### config.mk
export PLATFORM = sky130hd
export DESIGN_NAME = histo_readout_seq_flat
export DESIGN_NICKNAME = d
export VERILOG_FILES = /design/src/rtl/trigboard_pkg.sv /design/src/rtl/histo_readout_seq_if.sv /design/src/rtl/byte_ser32.sv /design/src/rtl/histo_readout_seq.sv /design/src/flat_wrapper.sv
export SDC_FILE = /design/constraint.sdc
export NUM_CORES = 1
export LEC_CHECK = 0
export BUFFER_PORTS_ARGS = -buffer_cell sky130_fd_sc_hd__buf_2
export CAP_MARGIN = 20
export CORE_MARGIN = 1
export CORE_UTILIZATION = 46
export DETAILED_ROUTE_END_ITERATION = 8
export HOLD_SLACK_MARGIN = 0.12
export PLACE_DENSITY_LB_ADDON = 0.1
export SETUP_SLACK_MARGIN = 0.4
export SYNTH_ARGS = -nofsm -noshare
export SYNTH_HDL_FRONTEND = slang
export SYNTH_HIERARCHICAL = 1
export SYNTH_SLANG_ARGS = --single-unit
### constraint.sdc
create_clock -name clk_adc -period 2.2 [get_ports clk_adc]
set_input_delay 0.44 -clock clk_adc [delete_from_list [all_inputs] [get_ports clk_adc]]
set_output_delay 0.44 -clock clk_adc [all_outputs]
set_load 0.005 [all_outputs]
### src/rtl/trigboard_pkg.sv
`default_nettype none
// ============================================================================
//  Module   : trigboard_pkg
//  Purpose  : Shared types and defaults for the trigger-board histogram
//             readout sequencer (state encoding, framing byte, sizes).
//  Ports    : none (package)
//  Revision : 1.0  initial release
// ============================================================================
package trigboard_pkg;

  localparam int unsigned NCHAN_DEFAULT    = 16;
  localparam int unsigned NROW_DEFAULT     = 8;
  localparam logic [7:0]  HDR_BYTE_DEFAULT = 8'hA5;

  // Readout sequencer states, explicit 3-bit encoding.
  typedef enum logic [2:0] {
    S_IDLE    = 3'd0,
    S_HDR     = 3'd1,
    S_SELECT  = 3'd2,
    S_SETTLE  = 3'd3,
    S_CAPTURE = 3'd4,
    S_SEND    = 3'd5,
    S_CLEAR   = 3'd6,
    S_FIN     = 3'd7
  } hseq_state_t;

  // Out-of-range row requests fall back to row 0 instead of reading
  // undefined bits of the flattened histogram bus.
  function automatic logic [2:0] clamp_row(input logic [2:0] row,
                                           input int unsigned nrow);
    if ({29'd0, row} < nrow) return row;
    return 3'd0;
  endfunction

endpackage
`default_nettype wire

### src/rtl/histo_readout_seq_if.sv
`default_nettype none
// ============================================================================
//  Module   : histo_readout_seq_if
//  Purpose  : Bundles the core-side histogram link and the host byte link
//             of the readout sequencer.
//  Signals  : tx_data/tx_valid/tx_ready  byte stream towards serial TX
//             histostosend               channel select towards core
//             resethist                  histogram clear towards core
//             histosout                  flattened rows, row r at [32r+31:32r]
//  Modports : master = sequencer side, slave = core/TX side
//  Revision : 1.0  initial release
// ============================================================================
interface histo_readout_seq_if
  import trigboard_pkg::*;
#(
  parameter int unsigned NROW = NROW_DEFAULT
);
  logic [7:0]        tx_data;
  logic              tx_valid;
  logic              tx_ready;
  logic [7:0]        histostosend;
  logic              resethist;
  logic [NROW*32-1:0] histosout;

  modport master (
    output tx_data, tx_valid, histostosend, resethist,
    input  tx_ready, histosout
  );

  modport slave (
    input  tx_data, tx_valid, histostosend, resethist,
    output tx_ready, histosout
  );
endinterface
`default_nettype wire

### src/rtl/byte_ser32.sv
`default_nettype none
// ============================================================================
//  Module   : byte_ser32
//  Purpose  : Takes a 32-bit word on a load pulse and emits it as four bytes,
//             least significant first, over a valid/ready byte interface.
//  Ports    : clk_adc   in   clock
//             reset     in   synchronous active-high reset
//             load      in   capture word and start emitting
//             word      in   32-bit word to serialize
//             tx_data   out  current byte
//             tx_valid  out  byte valid
//             tx_ready  in   downstream accepts byte
//             last      out  handshake of the fourth byte this cycle
//  Revision : 1.0  initial release
// ============================================================================
module byte_ser32 (
  input  logic        clk_adc,
  input  logic        reset,
  input  logic        load,
  input  logic [31:0] word,
  output logic [7:0]  tx_data,
  output logic        tx_valid,
  input  logic        tx_ready,
  output logic        last
);

  logic [31:0] r_word;
  logic [1:0]  r_idx;
  logic        r_active;

  always_ff @(posedge clk_adc) begin
    if (reset) begin
      r_word   <= 32'd0;
      r_idx    <= 2'd0;
      r_active <= 1'b0;
    end else if (load) begin
      r_word   <= word;
      r_idx    <= 2'd0;
      r_active <= 1'b1;
    end else if (r_active && tx_ready) begin
      r_idx <= r_idx + 2'd1;
      if (r_idx == 2'd3) r_active <= 1'b0;
    end
  end

  // The held word only changes on load, so the byte stays stable under stall.
  always_comb begin
    tx_data = 8'd0;
    case (r_idx)
      2'd0: tx_data = r_word[7:0];
      2'd1: tx_data = r_word[15:8];
      2'd2: tx_data = r_word[23:16];
      2'd3: tx_data = r_word[31:24];
      default: tx_data = 8'd0;
    endcase
  end

  assign tx_valid = r_active;
  assign last     = r_active && tx_ready && (r_idx == 2'd3);

endmodule
`default_nettype wire

### src/rtl/histo_readout_seq.sv
`default_nettype none
// ============================================================================
//  Module   : histo_readout_seq
//  Purpose  : Sweeps the channel select over all histogram channels, waits
//             for the core mux to settle, captures one 32-bit count per
//             channel and streams header + counts as bytes to the host link.
//             Optionally pulses resethist after the last channel.
//  Ports    : clk_adc      in   sole clock
//             reset        in   synchronous active-high reset
//             start        in   1-cycle sweep request (ignored while busy)
//             row_sel      in   histogram row, latched at start
//             clear_after  in   latched at start, clear histograms after sweep
//             busy         out  sweep in progress
//             done         out  1-cycle completion pulse
//             bus          --   master side of histo_readout_seq_if
//  Revision : 1.0  initial release
// ============================================================================
module histo_readout_seq
  import trigboard_pkg::*;
#(
  parameter int unsigned NCHAN      = NCHAN_DEFAULT,
  parameter int unsigned NROW       = NROW_DEFAULT,
  parameter int unsigned SETTLE_CYC = 3,
  parameter int unsigned CLEAR_CYC  = 4,
  parameter logic [7:0]  HDR_BYTE   = HDR_BYTE_DEFAULT
)(
  input  logic                clk_adc,
  input  logic                reset,
  input  logic                start,
  input  logic [2:0]          row_sel,
  input  logic                clear_after,
  output logic                busy,
  output logic                done,
  histo_readout_seq_if.master bus
);

  localparam logic [7:0] c_last_ch = 8'(NCHAN - 1);

  hseq_state_t r_state, w_state_n;
  logic [7:0]  r_ch,    w_ch_n;
  logic [7:0]  r_cnt,   w_cnt_n;
  logic [2:0]  r_row,   w_row_n;
  logic        r_clear, w_clear_n;
  logic [7:0]  r_sel,   w_sel_n;
  logic        w_load;
  logic [31:0] w_word;

  logic [7:0]  w_ser_data;
  logic        w_ser_valid;
  logic        w_ser_last;

  always_ff @(posedge clk_adc) begin
    if (reset) begin
      r_state <= S_IDLE;
      r_ch    <= 8'd0;
      r_cnt   <= 8'd0;
      r_row   <= 3'd0;
      r_clear <= 1'b0;
      r_sel   <= 8'd0;
    end else begin
      r_state <= w_state_n;
      r_ch    <= w_ch_n;
      r_cnt   <= w_cnt_n;
      r_row   <= w_row_n;
      r_clear <= w_clear_n;
      r_sel   <= w_sel_n;
    end
  end

  always_comb begin
    w_state_n = r_state;
    w_ch_n    = r_ch;
    w_cnt_n   = r_cnt;
    w_row_n   = r_row;
    w_clear_n = r_clear;
    w_sel_n   = r_sel;
    w_load    = 1'b0;
    case (r_state)
      S_IDLE: begin
        if (start) begin
          w_row_n   = clamp_row(row_sel, NROW);
          w_clear_n = clear_after;
          w_ch_n    = 8'd0;
          w_state_n = S_HDR;
        end
      end
      S_HDR: begin
        if (bus.tx_ready) w_state_n = S_SELECT;
      end
      S_SELECT: begin
        w_sel_n   = r_ch;
        w_cnt_n   = 8'(SETTLE_CYC);
        w_state_n = S_SETTLE;
      end
      // Counting SETTLE_CYC down to 0 spends SETTLE_CYC+1 cycles here, so
      // the capture edge is SETTLE_CYC+2 edges after the select update.
      S_SETTLE: begin
        if (r_cnt == 8'd0) w_state_n = S_CAPTURE;
        else               w_cnt_n   = r_cnt - 8'd1;
      end
      S_CAPTURE: begin
        w_load    = 1'b1;
        w_state_n = S_SEND;
      end
      S_SEND: begin
        if (w_ser_last) begin
          if (r_ch == c_last_ch) begin
            if (r_clear) begin
              w_cnt_n   = 8'(CLEAR_CYC - 1);
              w_state_n = S_CLEAR;
            end else begin
              w_state_n = S_FIN;
            end
          end else begin
            w_ch_n    = r_ch + 8'd1;
            w_state_n = S_SELECT;
          end
        end
      end
      S_CLEAR: begin
        if (r_cnt == 8'd0) w_state_n = S_FIN;
        else               w_cnt_n   = r_cnt - 8'd1;
      end
      S_FIN: begin
        w_sel_n   = 8'd0;
        w_state_n = S_IDLE;
      end
      default: w_state_n = S_IDLE;
    endcase
  end

  // Row mux over the flattened histogram bus.
  always_comb begin
    w_word = 32'd0;
    for (int r = 0; r < int'(NROW); r++) begin
      if (r_row == 3'(r)) w_word = bus.histosout[r*32 +: 32];
    end
  end

  byte_ser32 u_ser (
    .clk_adc  (clk_adc),
    .reset    (reset),
    .load     (w_load),
    .word     (w_word),
    .tx_data  (w_ser_data),
    .tx_valid (w_ser_valid),
    .tx_ready (bus.tx_ready),
    .last     (w_ser_last)
  );

  // The header byte is driven directly; data bytes come from the serializer,
  // which is idle outside SEND. Data is forced to 0 whenever not valid.
  always_comb begin
    bus.tx_valid = (r_state == S_HDR) || w_ser_valid;
    bus.tx_data  = 8'd0;
    if (r_state == S_HDR)  bus.tx_data = HDR_BYTE;
    else if (w_ser_valid)  bus.tx_data = w_ser_data;
  end

  assign bus.histostosend = r_sel;
  assign bus.resethist    = (r_state == S_CLEAR);
  assign busy             = (r_state != S_IDLE);
  assign done             = (r_state == S_FIN);

endmodule
`default_nettype wire

### src/flat_wrapper.sv
// flat-port wrapper written by rule: the top's interface ports become plain ports
module histo_readout_seq_flat import trigboard_pkg::*;
#(
  parameter int unsigned NCHAN      = NCHAN_DEFAULT,
  parameter int unsigned NROW       = NROW_DEFAULT,
  parameter int unsigned SETTLE_CYC = 3,
  parameter int unsigned CLEAR_CYC  = 4,
  parameter logic [7:0]  HDR_BYTE   = HDR_BYTE_DEFAULT
)
  (clk_adc, reset, start, row_sel, clear_after, busy, done, bus_tx_data, bus_tx_valid, bus_histostosend, bus_resethist, bus_tx_ready, bus_histosout);
  histo_readout_seq_if #(.NROW(NROW)) bus_i ();
  input  logic clk_adc;
  input  logic reset;
  input  logic start;
  input  logic [2:0] row_sel;
  input  logic clear_after;
  output logic busy;
  output logic done;
  output wire logic [$bits(bus_i.tx_data)-1:0] bus_tx_data;
  output wire logic [$bits(bus_i.tx_valid)-1:0] bus_tx_valid;
  output wire logic [$bits(bus_i.histostosend)-1:0] bus_histostosend;
  output wire logic [$bits(bus_i.resethist)-1:0] bus_resethist;
  input wire logic [$bits(bus_i.tx_ready)-1:0] bus_tx_ready;
  input wire logic [$bits(bus_i.histosout)-1:0] bus_histosout;
  assign bus_tx_data = bus_i.tx_data;
  assign bus_tx_valid = bus_i.tx_valid;
  assign bus_histostosend = bus_i.histostosend;
  assign bus_resethist = bus_i.resethist;
  assign bus_i.tx_ready = bus_tx_ready;
  assign bus_i.histosout = bus_histosout;
  histo_readout_seq #(.NCHAN(NCHAN), .NROW(NROW), .SETTLE_CYC(SETTLE_CYC), .CLEAR_CYC(CLEAR_CYC), .HDR_BYTE(HDR_BYTE)) u_core (.clk_adc(clk_adc), .reset(reset), .start(start), .row_sel(row_sel), .clear_after(clear_after), .busy(busy), .done(done), .bus(bus_i));
endmodule
==> impl_metrics.toml <==
[min_path]
min_path_cells = 3
min_path_type = "input pin to register"

[yosys]
synth_edf_count = 0
ys_seq_elements = 66
syn_inst = 631
syn_nets = 902
synthTopCellsByCount = "nand2_1, nor2_1, dfxtp_1"
yosysWarnings = 6
synth.largest_area_cell = "dfxtp_1"
synthesis.area_um2 = 5340
synthFlopType = "dfxtp_1"
synth_top_area_share_pct = 24.8
syn_area_per_cell_um2 = 8.46
ys_types = 60
synth_area_leaders = "dfxtp_1, mux4_2, mux2i_1"
seq_area_frac_synth_pct = 24.8
async_reset_ff_share_pct = 0
yosysMostFrequentCell = "nand2_1"

[clock_tree]
clk_pin_slew_worst_paths_ns = 0.05
cts.sinks = 66
cts_tree = "done"
cts_buffer_depth = 2
clock-root-buffer = "clkbuf_16"
numCtsBuffers = 9
clk_latency_ns = 0.33
htree_levels = 3
holdBufCountCts = 0

[timing]
worst_pin_slew_ns = 0.450
setup_viol = 4
tns_ns = -0.159
rsz0062_at_grt = "true"
relSlewSlack_pct = 69.9
finalWorstSetupSlack_ns = -0.0676
hold_viol_final = 0
period_needed_ns = 2.27
hold_ws_ns = 0.341
period_share_pct = 103
max_freq_mhz = 441
finalMaxSlewViolations = 0
skew_ns = 0.00745

[critical_path]
cp_max_fo = 8
cp-start-kind = "register"
cp.arrival_ns = 1.83
path_cells = "inv_4, ha_4, a222oi_1, mux2i_1, and3_1, buf_2"
cp_slowest_cell = "dfxtp_4"
crit_required_ns = 1.76
endpoint_kind = "primary output"
reg2reg_depth = 7
critical_path_class = "register to primary output"
critPathMaxStageDelay_ns = 0.39

[layout]
area_growth_pct = 41.0
fin_util_pct = 67.9
nNetsFinal = 1179
drive_above_1_share_pct = 47.8
multiInputGateArea_um2 = 3760
seq_area_um2 = 1350
fin_area_um2 = 7520
final_cells = 1054
n_fill_cell = 970

[floorplan]
rows = 38
coreArea_um2 = 11100
die_h_um = 110
io_pins = 284
start_util_pct = 48.2
dieArea_um2 = 12000
die_w_um = 110

[global_routing]
grt_overflow = 0
grt_pass1_vias = 5821
grtUsageMet1_pct = 39.8
grt_pass1_wl_um = 30000
grtUsageTotal_pct = 33.1
grt_max_degree = 35
use_met2_pct = 55.5
busiest_layer = "met2"
met3_usage_pct = 11.0
antenna_found_initial = 4

[routing]
ant_nets = 0
drt-pass1-iter-count = 8
vias = 6150
post_drt_via_cell_ratio = 5.83
drc = 0
wl_um = 20400
drtIter0Drc = 529
wire_per_inst_um = 19.4

[status]
status = "finished with violations"
violations = "setup timing"

[placed_design]
placed_cell_area_um2 = 6790
port_buffers = 283
gp_congestion = 0.913
dp_cells = 1019
dp.final_hpwl_um = 15100

[power_and_ir_drop]
p_leak_nw = 3.32
ir_drop_uv = 460
p_per_area_nw_per_um2 = 519

[run]
maxCapViolations = 0
-- final cells by class --
cell class / count / share of cell area [%]
multi-input cells: 494 / 50.0
clock inverters: 5 / 0.749
inverters: 17 / 0.915
clock buffers: 10 / 3.04
well taps: 140 / 2.33
repair buffers: 320 / 25.0
flip-flops and latches: 66 / 17.9
diodes: 2 / 0.0665
-- state kept, by name, summed over array words and instances (netlist names) --
name	flops
u_core/bus.histostosend	8
u_core/r_ch	8
u_core/r_clear	1
u_core/r_cnt	8
u_core/r_row	3
u_core/r_state	3
u_core/u_ser/r_idx	2
u_core/u_ser/r_word	32
u_core/u_ser/tx_valid	1
-- logic make-up after synthesis --
kind of cell             after synthesis  synth area share (%)
multiplexers                          92                  24.2
buffers and inverters                 72                  7.64
AND/OR/NAND/NOR                      231                  20.2
flip-flops                            66                  24.8
XOR/XNOR                               8                  1.31
adder cells (fa/ha/maj)                8                  1.83
AO/OA/AOI/OAI                        154                  20.0
-- layer usage --
layer | vias up | share of wire [%]
met5 | - | 0.11
met4 | 4 | 3.1
li1 | 2873 | -
met1 | 2887 | 38
met3 | 52 | 9.8
met2 | 334 | 49
-- worst max-delay path, delay by kind of cell (launching register included) --
family / cells / cell delay, ns
and+or+nand+nor: 1 / 0.22
muxes: 1 / 0.19
adders and majority gates: 1 / 0.18
AOI/OAI and AO/OA: 1 / 0.34
buffers and inverters: 2 / 0.17
DFF: 1 / 0.39
-- worst paths after layout --
check	from	to	slack, ns
worst max-delay path	u_core/u_ser/r_idx[1]	bus_tx_data[3]	-0.07
worst min-delay path	row_sel[2]	u_core/r_row[2]	0.34
worst max register to register	u_core/u_ser/r_idx[0]	u_core/r_ch[7]	0.42
worst min register to register	u_core/u_ser/r_word[3]	u_core/u_ser/r_word[3]	0.50
-- cell usage in the layout, fill, tap and decap left out, types with 6 or more instances in the layout --
cell type / instances
buf_2: 283
nand2_1: 98
nor2_1: 71
dfxtp_1: 56
o21ai_0: 45
mux2i_1: 42
a22oi_1: 40
mux4_2: 28
buf_4: 24
a21oi_1: 22
mux2_2: 18
o221ai_1: 17
inv_1: 12
and3_1: 11
clkbuf_16: 10
nand3_1: 8
xor2_1: 8
a222oi_1: 8
dfxtp_4: 6
-- where the power goes --
group / switching [W] / total (W) / internal [W]
logic: 0.000581 / 0.00124 / 0.000655
clock network: 0.000535 / 0.00140 / 0.000868
registers: 0.0000417 / 0.00127 / 0.00122
total: 0.00116 / 0.00391 / 0.00275
-- through the flow --
step | setup slack, ns | power (W)
global placement | 0.126 | 0.00235
finish | -0.0676 | 0.00391
detailed placement | 0.0126 | 0.00237
floorplan | 0.418 | 0.00196
global route | -0.104 | 0.00407
CTS | -0.0351 | 0.00387
-- what timing repair did --
item,CTS,global route
pin swaps,19,10
buffers inserted,6,6
resized for setup,33,18
gates cloned,5,1
setup endpoints to repair,45,46
Note: power is estimated with default switching activity, not from simulation.
